**src/rtl/ram_arbiter.sv**
```systemverilog
// Two-requester round-robin arbiter in front of a single-port synchronous RAM.
// Grants are combinational; read data returns one clock after a read grant.
module ram_arbiter #(
  parameter int AW = 8,
  parameter int DW = 16
) (
  input  logic          clk,
  input  logic          reset_n,
  input  logic          a_req,
  input  logic          a_we,
  input  logic [AW-1:0] a_addr,
  input  logic [DW-1:0] a_wdata,
  output logic          a_gnt,
  output logic          a_rvalid,
  output logic [DW-1:0] a_rdata,
  input  logic          b_req,
  input  logic          b_we,
  input  logic [AW-1:0] b_addr,
  input  logic [DW-1:0] b_wdata,
  output logic          b_gnt,
  output logic          b_rvalid,
  output logic [DW-1:0] b_rdata,
  output logic          ram_we,
  output logic [AW-1:0] ram_addr,
  output logic [DW-1:0] ram_din,
  input  logic [DW-1:0] ram_dout,
  output logic [7:0]    wait_cnt
);

  logic          r_last_b;
  logic [AW-1:0] r_addr;
  logic [DW-1:0] r_din;
  logic          r_a_rvalid;
  logic          r_b_rvalid;
  logic [DW-1:0] r_a_rdata;
  logic [DW-1:0] r_b_rdata;
  logic [7:0]    r_wait_cnt;
  logic          w_a_win;

  // Grant selection and RAM port steering; reset masks every grant.
  always_comb begin
    w_a_win  = a_req & (~b_req | r_last_b);
    a_gnt    = reset_n & w_a_win;
    b_gnt    = reset_n & b_req & ~w_a_win;
    ram_we   = 1'b0;
    ram_addr = r_addr;
    ram_din  = r_din;
    if (a_gnt) begin
      ram_we   = a_we;
      ram_addr = a_addr;
      ram_din  = a_wdata;
    end else if (b_gnt) begin
      ram_we   = b_we;
      ram_addr = b_addr;
      ram_din  = b_wdata;
    end else begin
      ram_we   = 1'b0;
    end
  end

  // Read data passes RAM output through during rvalid, otherwise holds the last value.
  always_comb begin
    a_rdata = r_a_rdata;
    b_rdata = r_b_rdata;
    if (r_a_rvalid) begin
      a_rdata = ram_dout;
    end else begin
      a_rdata = r_a_rdata;
    end
    if (r_b_rvalid) begin
      b_rdata = ram_dout;
    end else begin
      b_rdata = r_b_rdata;
    end
  end

  // Priority pointer, held RAM address/data, read tracking and wait counter.
  always_ff @(posedge clk or negedge reset_n) begin
    if (!reset_n) begin
      r_last_b   <= 1'b1;
      r_addr     <= {AW{1'b0}};
      r_din      <= {DW{1'b0}};
      r_a_rvalid <= 1'b0;
      r_b_rvalid <= 1'b0;
      r_a_rdata  <= {DW{1'b0}};
      r_b_rdata  <= {DW{1'b0}};
      r_wait_cnt <= 8'd0;
    end else begin
      if (a_gnt || b_gnt) begin
        r_last_b <= b_gnt;
        r_addr   <= ram_addr;
        r_din    <= ram_din;
      end
      r_a_rvalid <= a_gnt & ~a_we;
      r_b_rvalid <= b_gnt & ~b_we;
      if (r_a_rvalid) r_a_rdata <= ram_dout;
      if (r_b_rvalid) r_b_rdata <= ram_dout;
      // Saturate rather than wrap so long contention stays visible.
      if (a_req && b_req && (r_wait_cnt != 8'hFF)) r_wait_cnt <= r_wait_cnt + 8'd1;
    end
  end

  assign a_rvalid = r_a_rvalid;
  assign b_rvalid = r_b_rvalid;
  assign wait_cnt = r_wait_cnt;

endmodule

```
**config.mk**
```make
export PLATFORM = sky130hd
export DESIGN_NAME = ram_arbiter
export DESIGN_NICKNAME = d
export VERILOG_FILES = /design/src/rtl/ram_arbiter.sv
export SDC_FILE = /design/constraint.sdc
export NUM_CORES = 1
export LEC_CHECK = 0
export CORE_MARGIN = 2
export CORE_UTILIZATION = 46
export CTS_BUF_LIST = sky130_fd_sc_hd__clkbuf_4 sky130_fd_sc_hd__clkbuf_8
export CTS_CLUSTER_DIAMETER = 60
export DETAILED_ROUTE_END_ITERATION = 12
export GPL_TIMING_DRIVEN = 0
export PLACE_DENSITY = 0.88
export SLEW_MARGIN = 20
export SYNTH_ARGS = -nofsm -noshare
export SYNTH_HDL_FRONTEND = slang
export SYNTH_SLANG_ARGS = --single-unit
```
**constraint.sdc**
```tcl
create_clock -name clk -period 2.1 [get_ports clk]
set_input_delay 0.42 -clock clk [delete_from_list [all_inputs] [get_ports clk]]
set_output_delay 0.42 -clock clk [all_outputs]
set_load 0.05 [all_outputs]
```
After elaboration in Yosys (flattened, before gate mapping)
Index checks and enable logic that the tools add are counted.

operators by class
  bitwise logic cells = 11
  multiplexer cells = 8
  reductions and logical operators = 3
  equality and inequality tests = 1
  add/sub/neg operators = 1

operators with widths
  cell                                                            number
  16-bit two-way mux                                              4
  8-bit two-way mux                                               2
  8-bit by 1-bit adder with 8-bit output (second input constant)  1
  8-bit != test (second input constant)                           1
  1-bit AND                                                       6
  1-bit NOT                                                       4
  1-bit logical AND                                               2
  1-bit two-way mux                                               2
  1-bit logical OR                                                1
  1-bit OR                                                        1

storage, ports and cells
  word-level logic and storage cells = 32
  register bits = 67
  output and inout bits = 69
  input port bits = 70

Longest topological paths before layout
Gate-level depths: netlist of run 1.

  depth in word-level cells = 7
  gate-level depth with buffers = 4
  mapped depth without buffers = 4

Worst setup path after synthesis of run 1
Ideal clock, no wire load.

  kind = register to output
  start point = register r_last_b
  end point = output port ram_din[10]
  path slack = 0.084 ns
  arrival time = 1.596 ns
  data required time = 1.680 ns
  cell stages (with the launch flop) = 5
  path buffers = 1
  path through = dfstp_2 inv_1 a21oi_2 buf_6 a221o_1

between the ends
  elaborated cells between the ends (all ways) = 7
  those cells by class = 2 x mux; 5 x bitwise

RTL lines
  what                    RTL line  source
  from (decl)             30        logic r_last_b;
  from (signal assigned)  90        r_last_b <= b_gnt;
  1-bit OR                42        w_a_win = a_req & (~b_req | r_last_b);
  1-bit AND               42
  1-bit AND               43        a_gnt = reset_n & w_a_win;
  net a_gnt               13        output logic a_gnt,
  16-bit two-way mux      48        if (a_gnt) begin
  to (decl)               25        output logic [DW-1:0] ram_din,

The timed path passes the listed nets, and every way through them passes these cells.

Worst setup path in the final report of run 1
  start point = register r_last_b
  end point = output port ram_din[11]

between the ends
  longest elaborated chain between the ends = 6
  elaborated cells between the ends (all ways) = 7
  those cells by class = 2 x mux; 5 x bitwise

RTL lines
  what                    RTL line  source
  1-bit OR (*)            42
  1-bit AND (*)           42
  1-bit NOT               44        b_gnt = reset_n & b_req & ~w_a_win;
  1-bit AND               44
  16-bit two-way mux      52        end else if (b_gnt) begin
  16-bit two-way mux (*)  48

Mark *: on every way between the ends. The rest lies on a longest branch, timed or not.

==> impl_metrics.yaml, run 1 <==
critical_path:
  path_buf_inv: 4
  timing.rr.end: "wait_cnt[1]"
  max_stage_delay_ns: 0.55
  crit_path_end_kind: "primary output"
  path_class: "reg2out"
  critPathArrivalTime_ns: 1.77
  cp_top_family: "flip-flops"
  start_kind: "flip-flop"
  cp.required_ns: 1.68
  cpMaxStageDelayCell: "dfstp_2"
  r2r_slack_ns: 0.43
  cp_max_fo: 5
  r2r-start: "wait_cnt[0]"
  worstPathCellList: "inv_2 -> a21oi_4 -> buf_12 -> buf_8 -> a221o_1 -> buf_6"
  reg2reg_depth: 4
route:
  drc: 0
  viasPerCell: 5.806
  postRouteAntennaNets: 0
  via_count: 2781
  drt_iter0_drc: 104
  drt-total-wl_mm: 9.656
  wl_per_cell_um: 20.16
  dr.pass1.iters: 4
logic_synthesis:
  ys.flop_type: "dfrtp_1"
  syn_nets: 299
  ys_seq_area_frac: 0.5491
  synthArstFlopShare: 1.000
  syn_area_per_cell_um2: 13.40
  synth_edf_count: 0
  yosys-top-cells-count: "66 x dfrtp_1, 48 x a221o_1, 36 x mux2_2"
  yosysUniqueCellTypes: 30
  syn_inst: 228
  synth_top_area_cell: "dfrtp_1"
  ys_warn_count: 0
  synth-seq-cells: 67
  synth_top_cell_area_share: 0.5405
  synth.area.top_cells: "dfrtp_1 54%, a221o_1 16%, mux2_2 13%"
  synth_most_common_cell: "dfrtp_1"
  syn_area_um2: 3055
power:
  irDropWorstVdd_mv: 1.101
  leakage_uw: 0.002243
  powerDensity_nw_per_um2: 1062
clocking:
  htree_levels: 3
  cts-root-buf: "clkbuf_8"
  cts_sinks: 67
  clock_path_buffers: 2
  clk_latency_ns: 0.34
  cts_tree: "done"
  path_clk_slew_ns: 0.07
  cts_buffers: 9
floorplan:
  io_pins: 139
  fp.dieH_um: 85.50
  dieArea_um2: 7310
  core-area_um2: 6386
  fp-row-count: 29
  die_w_um: 85.50
  start_util: 0.4784
timing:
  final_hold_viol_count: 0
  worst_pin_slew_ns: 0.8792
  finalSetupViolations: 25
  maxSlewHeadroom: 0.4119
  timing.final.ws_setup_ns: -0.09345
  tns_ns: -1.893
  final.period_utilization: 1.045
  skew_ns: 0.008178
  fin_crit_ns: 2.193
  slew_viol_final: 0
  rsz0062_at_grt: "true"
  fmaxAchievable_mhz: 455.9
grt:
  grt_use_total: 0.2663
  grt_start_max_net_pins: 23
  grt-ovfl-total: 0
  grt_pass1_wl_mm: 14.82
  grt_pass1_vias: 2880
  antenna_found_initial: 0
placement:
  place_ws_ns: -1.085
  post-place-cells: 444
  io_buffers: 138
  detailed_place.area_um2: 4551
  place_congestion: 0.8160
  place_hpwl_mm: 6.217
final_layout:
  layout.cells.non_filler: 479
  layout-drive-gt1-share: 0.3781
  antenna_cells: 0
  area_growth_syn_to_layout_pct: 65.56
  fillers: 397
  nets: 468
  final_area_um2: 5059
job:
  maxCapViolations: 0
hold_path:
  worstHoldPathType: "in2async"
status:
  violations: "negative setup slack"
  status: "finished with violations"
layout make-up:
| class | count | area (µm²) | area share |
|---|---|---|---|
| Tap cell | 77 | 96.34 | 0.01905 |
| Sequential cell | 67 | 1678 | 0.3317 |
| Inverter | 1 | 3.754 | 0.0007420 |
| Clock inverter | 6 | 65.06 | 0.01286 |
| Timing Repair Buffer | 158 | 1622 | 0.3206 |
| Buffer | 16 | 166.4 | 0.03290 |
| Multi-Input combinational cell | 144 | 1290 | 0.2550 |
| Clock buffer | 10 | 137.6 | 0.02721 |
flip-flops by register name, indices dropped and copies added (netlist names):
signal     cells
r_din         16
r_a_rdata     16
r_addr         8
r_last_b       1
b_rvalid       1
wait_cnt       8
a_rvalid       1
r_b_rdata     16
placed cells by master (no fill, tap or decap), types with 2 or more instances in the layout:
cell / instances
buf_4: 8
bufbuf_16: 2
clkbuf_2: 2
nand4_1: 4
buf_6: 37
nor2b_1: 2
clkdlybuf4s15_2: 14
clkinv_2: 2
a21oi_4: 2
dlygate4sd3_1: 4
and2_1: 25
buf_12: 3
mux2_2: 36
nand2_1: 4
o21ai_0: 2
clkinv_4: 2
a221o_1: 48
clkbuf_8: 10
dfrtp_1: 66
buf_2: 22
a21oi_1: 3
buf_8: 3
nand3_1: 3
clkdlybuf4s50_1: 75
power breakdown:
part / internal [µW] / switching, µW / leakage [µW]
Combinational: 937 / 1600 / 0.00133
Clock: 580 / 514 / 0.000102
Sequential: 1580 / 159 / 0.000814
Total: 3100 / 2280 / 0.00224
routing by layer:
metal	wire length, µm	global-route usage
met1	3727	0.3268
met2	4928	0.4602
met3	872	0.07122
met4	127	0.08225
met5	0	0
timing repair:
| item | 4_1_cts | 5_1_grt |
|---|---|---|
| resized for setup | 358 | 11 |
| pin swaps | 23 | 7 |
| setup buffers | 5 | 3 |
| hold buffers | 5 | 0 |
| hold endpoints to repair | 26 | 0 |
| cloned | 6 | 1 |
| setup endpoints to repair | 59 | 47 |
metrics by stage:
stage	util	hold WS [ns]	total power [µW]
2_1_floorplan	-	0.1244	3359
3_3_place_gp	0.7098	0.4780	4186
3_5_place_dp	0.7126	0.3512	4247
4_1_cts	0.7853	0.1147	5344
5_1_grt	0.7921	0.1247	5586
6_report	0.7921	0.1209	5374
cell families after synthesis:
group,synth area share
AO/OA/AOI/OAI,0.1859
multiplexers,0.1327
AND/OR/NAND/NOR,0.08559
buffers and inverters,0.03685
XOR/XNOR,0.005734
adder cells (fa/ha/maj),0.004094
flip-flops,0.5491
worst max-delay path by stage:
stage	to	start	slack, ns	depth (start not counted)
6_report	ram_din[11]	r_last_b	-0.09	6
5_1_grt	ram_din[11]	r_last_b	-0.13	6
4_1_cts	ram_din[11]	r_last_b	-0.09	6
3_5_place_dp	ram_addr[3]	b_req	-1.08	6
3_3_place_gp	ram_din[10]	reset_n	-3.39	6
2_1_floorplan	ram_din[10]	r_last_b	0.08	4
No activity file was read; power rests on OpenSTA's default activity.
==> run 2, diff against run 1 <==
Settings changed: CORE_UTILIZATION 46 to 39, PLACE_DENSITY 0.88 to 0.79.
Clock period 2.1 ns to 1.8 ns, I/O delays scaled along.
==> impl_metrics.yaml, run 2 (synthesis gave the netlist of run 1 again) <==
grt:
  grt-ovfl-total: 0
  grt_use_total: 0.2322
  antenna_found_initial: 0
  grt_start_max_net_pins: 26
  grt_pass1_vias: 2882
  grt_pass1_wl_mm: 15.22
final_layout:
  layout_common_cells: "66 x clkdlybuf4s50_1, 62 x dfrtp_1, 51 x buf_6"
  nets: 491
  fillers: 513
  final_area_um2: 5618
  top_regs: "r_a_rdata (16), r_b_rdata (16), r_din (16)"
  antenna_cells: 0
  area_growth_syn_to_layout_pct: 83.87
  layout-drive-gt1-share: 0.4400
  final_common_cell: "clkdlybuf4s50_1"
timing:
  finalSetupViolations: 56
  rsz0062_at_grt: "true"
  fin_crit_ns: 2.106
  maxSlewHeadroom: 0.4056
  worst_pin_slew_ns: 0.8887
  final.period_utilization: 1.170
  slew_viol_final: 0
  final_hold_viol_count: 0
  tns_ns: -9.125
  skew_ns: 0.008776
  timing.final.ws_setup_ns: -0.3060
  fmaxAchievable_mhz: 474.8
placement:
  place_congestion: 0.7554
  place_ws_ns: -1.316
  detailed_place.area_um2: 4612
  place_hpwl_mm: 6.060
  io_buffers: 138
floorplan:
  io_pins: 139
  start_util: 0.3995
  fp-row-count: 32
  die_w_um: 92.51
  fp.dieH_um: 92.51
  core-area_um2: 7647
  dieArea_um2: 8558
clocking:
  cts_tree: "done"
  clk_latency_ns: 0.34
  cts-root-buf: "clkbuf_8"
  htree_levels: 3
  path_clk_slew_ns: 0.07
  cts_buffers: 9
  cts_sinks: 67
  clock_path_buffers: 2
critical_path:
  r2r_slack_ns: 0.25
  reg2reg_depth: 4
  start_kind: "flip-flop"
  cp.required_ns: 1.44
  crit_path_end_kind: "primary output"
  cp_max_fo: 7
  timing.rr.end: "wait_cnt[1]"
  r2r-start: "wait_cnt[0]"
  critPathArrivalTime_ns: 1.75
  path_class: "reg2out"
power:
  irDropWorstVdd_mv: 0.4365
  leakage_uw: 0.002539
  powerDensity_nw_per_um2: 1214
route:
  drt-total-wl_mm: 10.29
  postRouteAntennaNets: 0
  viasPerCell: 5.330
  drc: 0
  via_count: 2809
  dr.pass1.iters: 4
  drt_iter0_drc: 126
  wl_per_cell_um: 19.52
hold_path:
  worstHoldPathType: "in2async"
status:
  status: "finished with violations"
  violations: "negative setup slack"
job:
  maxCapViolations: 0
## run 2: layer usage
metal / global-route usage / vias up / share of wire
met4: 0.08209 / 0 / 0.022
li1: - / 1286 / -
met5: 0 / - / 0
met2: 0.3966 / 102 / 0.52
met3: 0.07730 / 15 / 0.060
met1: 0.2729 / 1406 / 0.39
## run 2: worst max path at each step
stage | slack (ns) | to | from | depth (start not counted)
after floorplan | 0.02 | ram_addr[0] | r_last_b | 4
after global placement | -3.66 | ram_addr[1] | reset_n | 6
after detailed placement | -1.32 | ram_addr[2] | b_req | 6
after CTS | -0.31 | ram_din[14] | r_last_b | 5
after global routing | -0.35 | ram_din[5] | r_last_b | 5
final | -0.31 | ram_din[4] | r_last_b | 5
## run 2: power breakdown
| group | leakage, µW | total, µW | internal, µW | switching (µW) |
|---|---|---|---|---|
| clock network | 0.000108 | 1320 | 749 | 572 |
| registers | 0.000809 | 2040 | 1850 | 192 |
| logic | 0.00162 | 3460 | 1480 | 1970 |
| total | 0.00254 | 6820 | 4080 | 2730 |
## run 2: area by class of cell
type | instances | area [µm²] | share of cell area
inverters | 1 | 3.754 | 0.0006682
flip-flops and latches | 67 | 1683 | 0.2996
multi-input cells | 144 | 1375 | 0.2448
repair buffers | 182 | 2048 | 0.3646
well taps | 102 | 127.6 | 0.02272
plain buffers | 15 | 167.7 | 0.02984
clock inverters | 4 | 47.55 | 0.008463
clock buffers | 12 | 165.2 | 0.02940
## run 2: critical path: stages, from the launching register on
cell	delay, ns
dfstp_2	0.55
buf_6	0.10
a21oi_4	0.09
buf_2	0.19
a221o_1	0.32
buf_6	0.16
## run 2: repair_timing
item | 4_1_cts | 5_1_grt
pin swaps | 6 | 8
cloned | 7 | 1
hold buffers | 4 | 0
gates resized for setup | 474 | 45
setup endpoints to repair | 69 | 59
endpoints found under the hold margin | 22 | 0
setup buffers | 21 | 12
## run 2: stage by stage
stage | hold WS (ns) | utilization | power (µW) | std cells
3_5_place_dp | 0.2621 | 0.6031 | 4974 | 469
3_3_place_gp | 0.4787 | 0.5998 | 4914 | 468
5_1_grt | 0.04278 | 0.7346 | 7091 | 527
6_report | 0.06167 | 0.7346 | 6819 | 527
4_1_cts | 0.04566 | 0.7091 | 6609 | 517
2_1_floorplan | 0.06441 | - | 3933 | 228
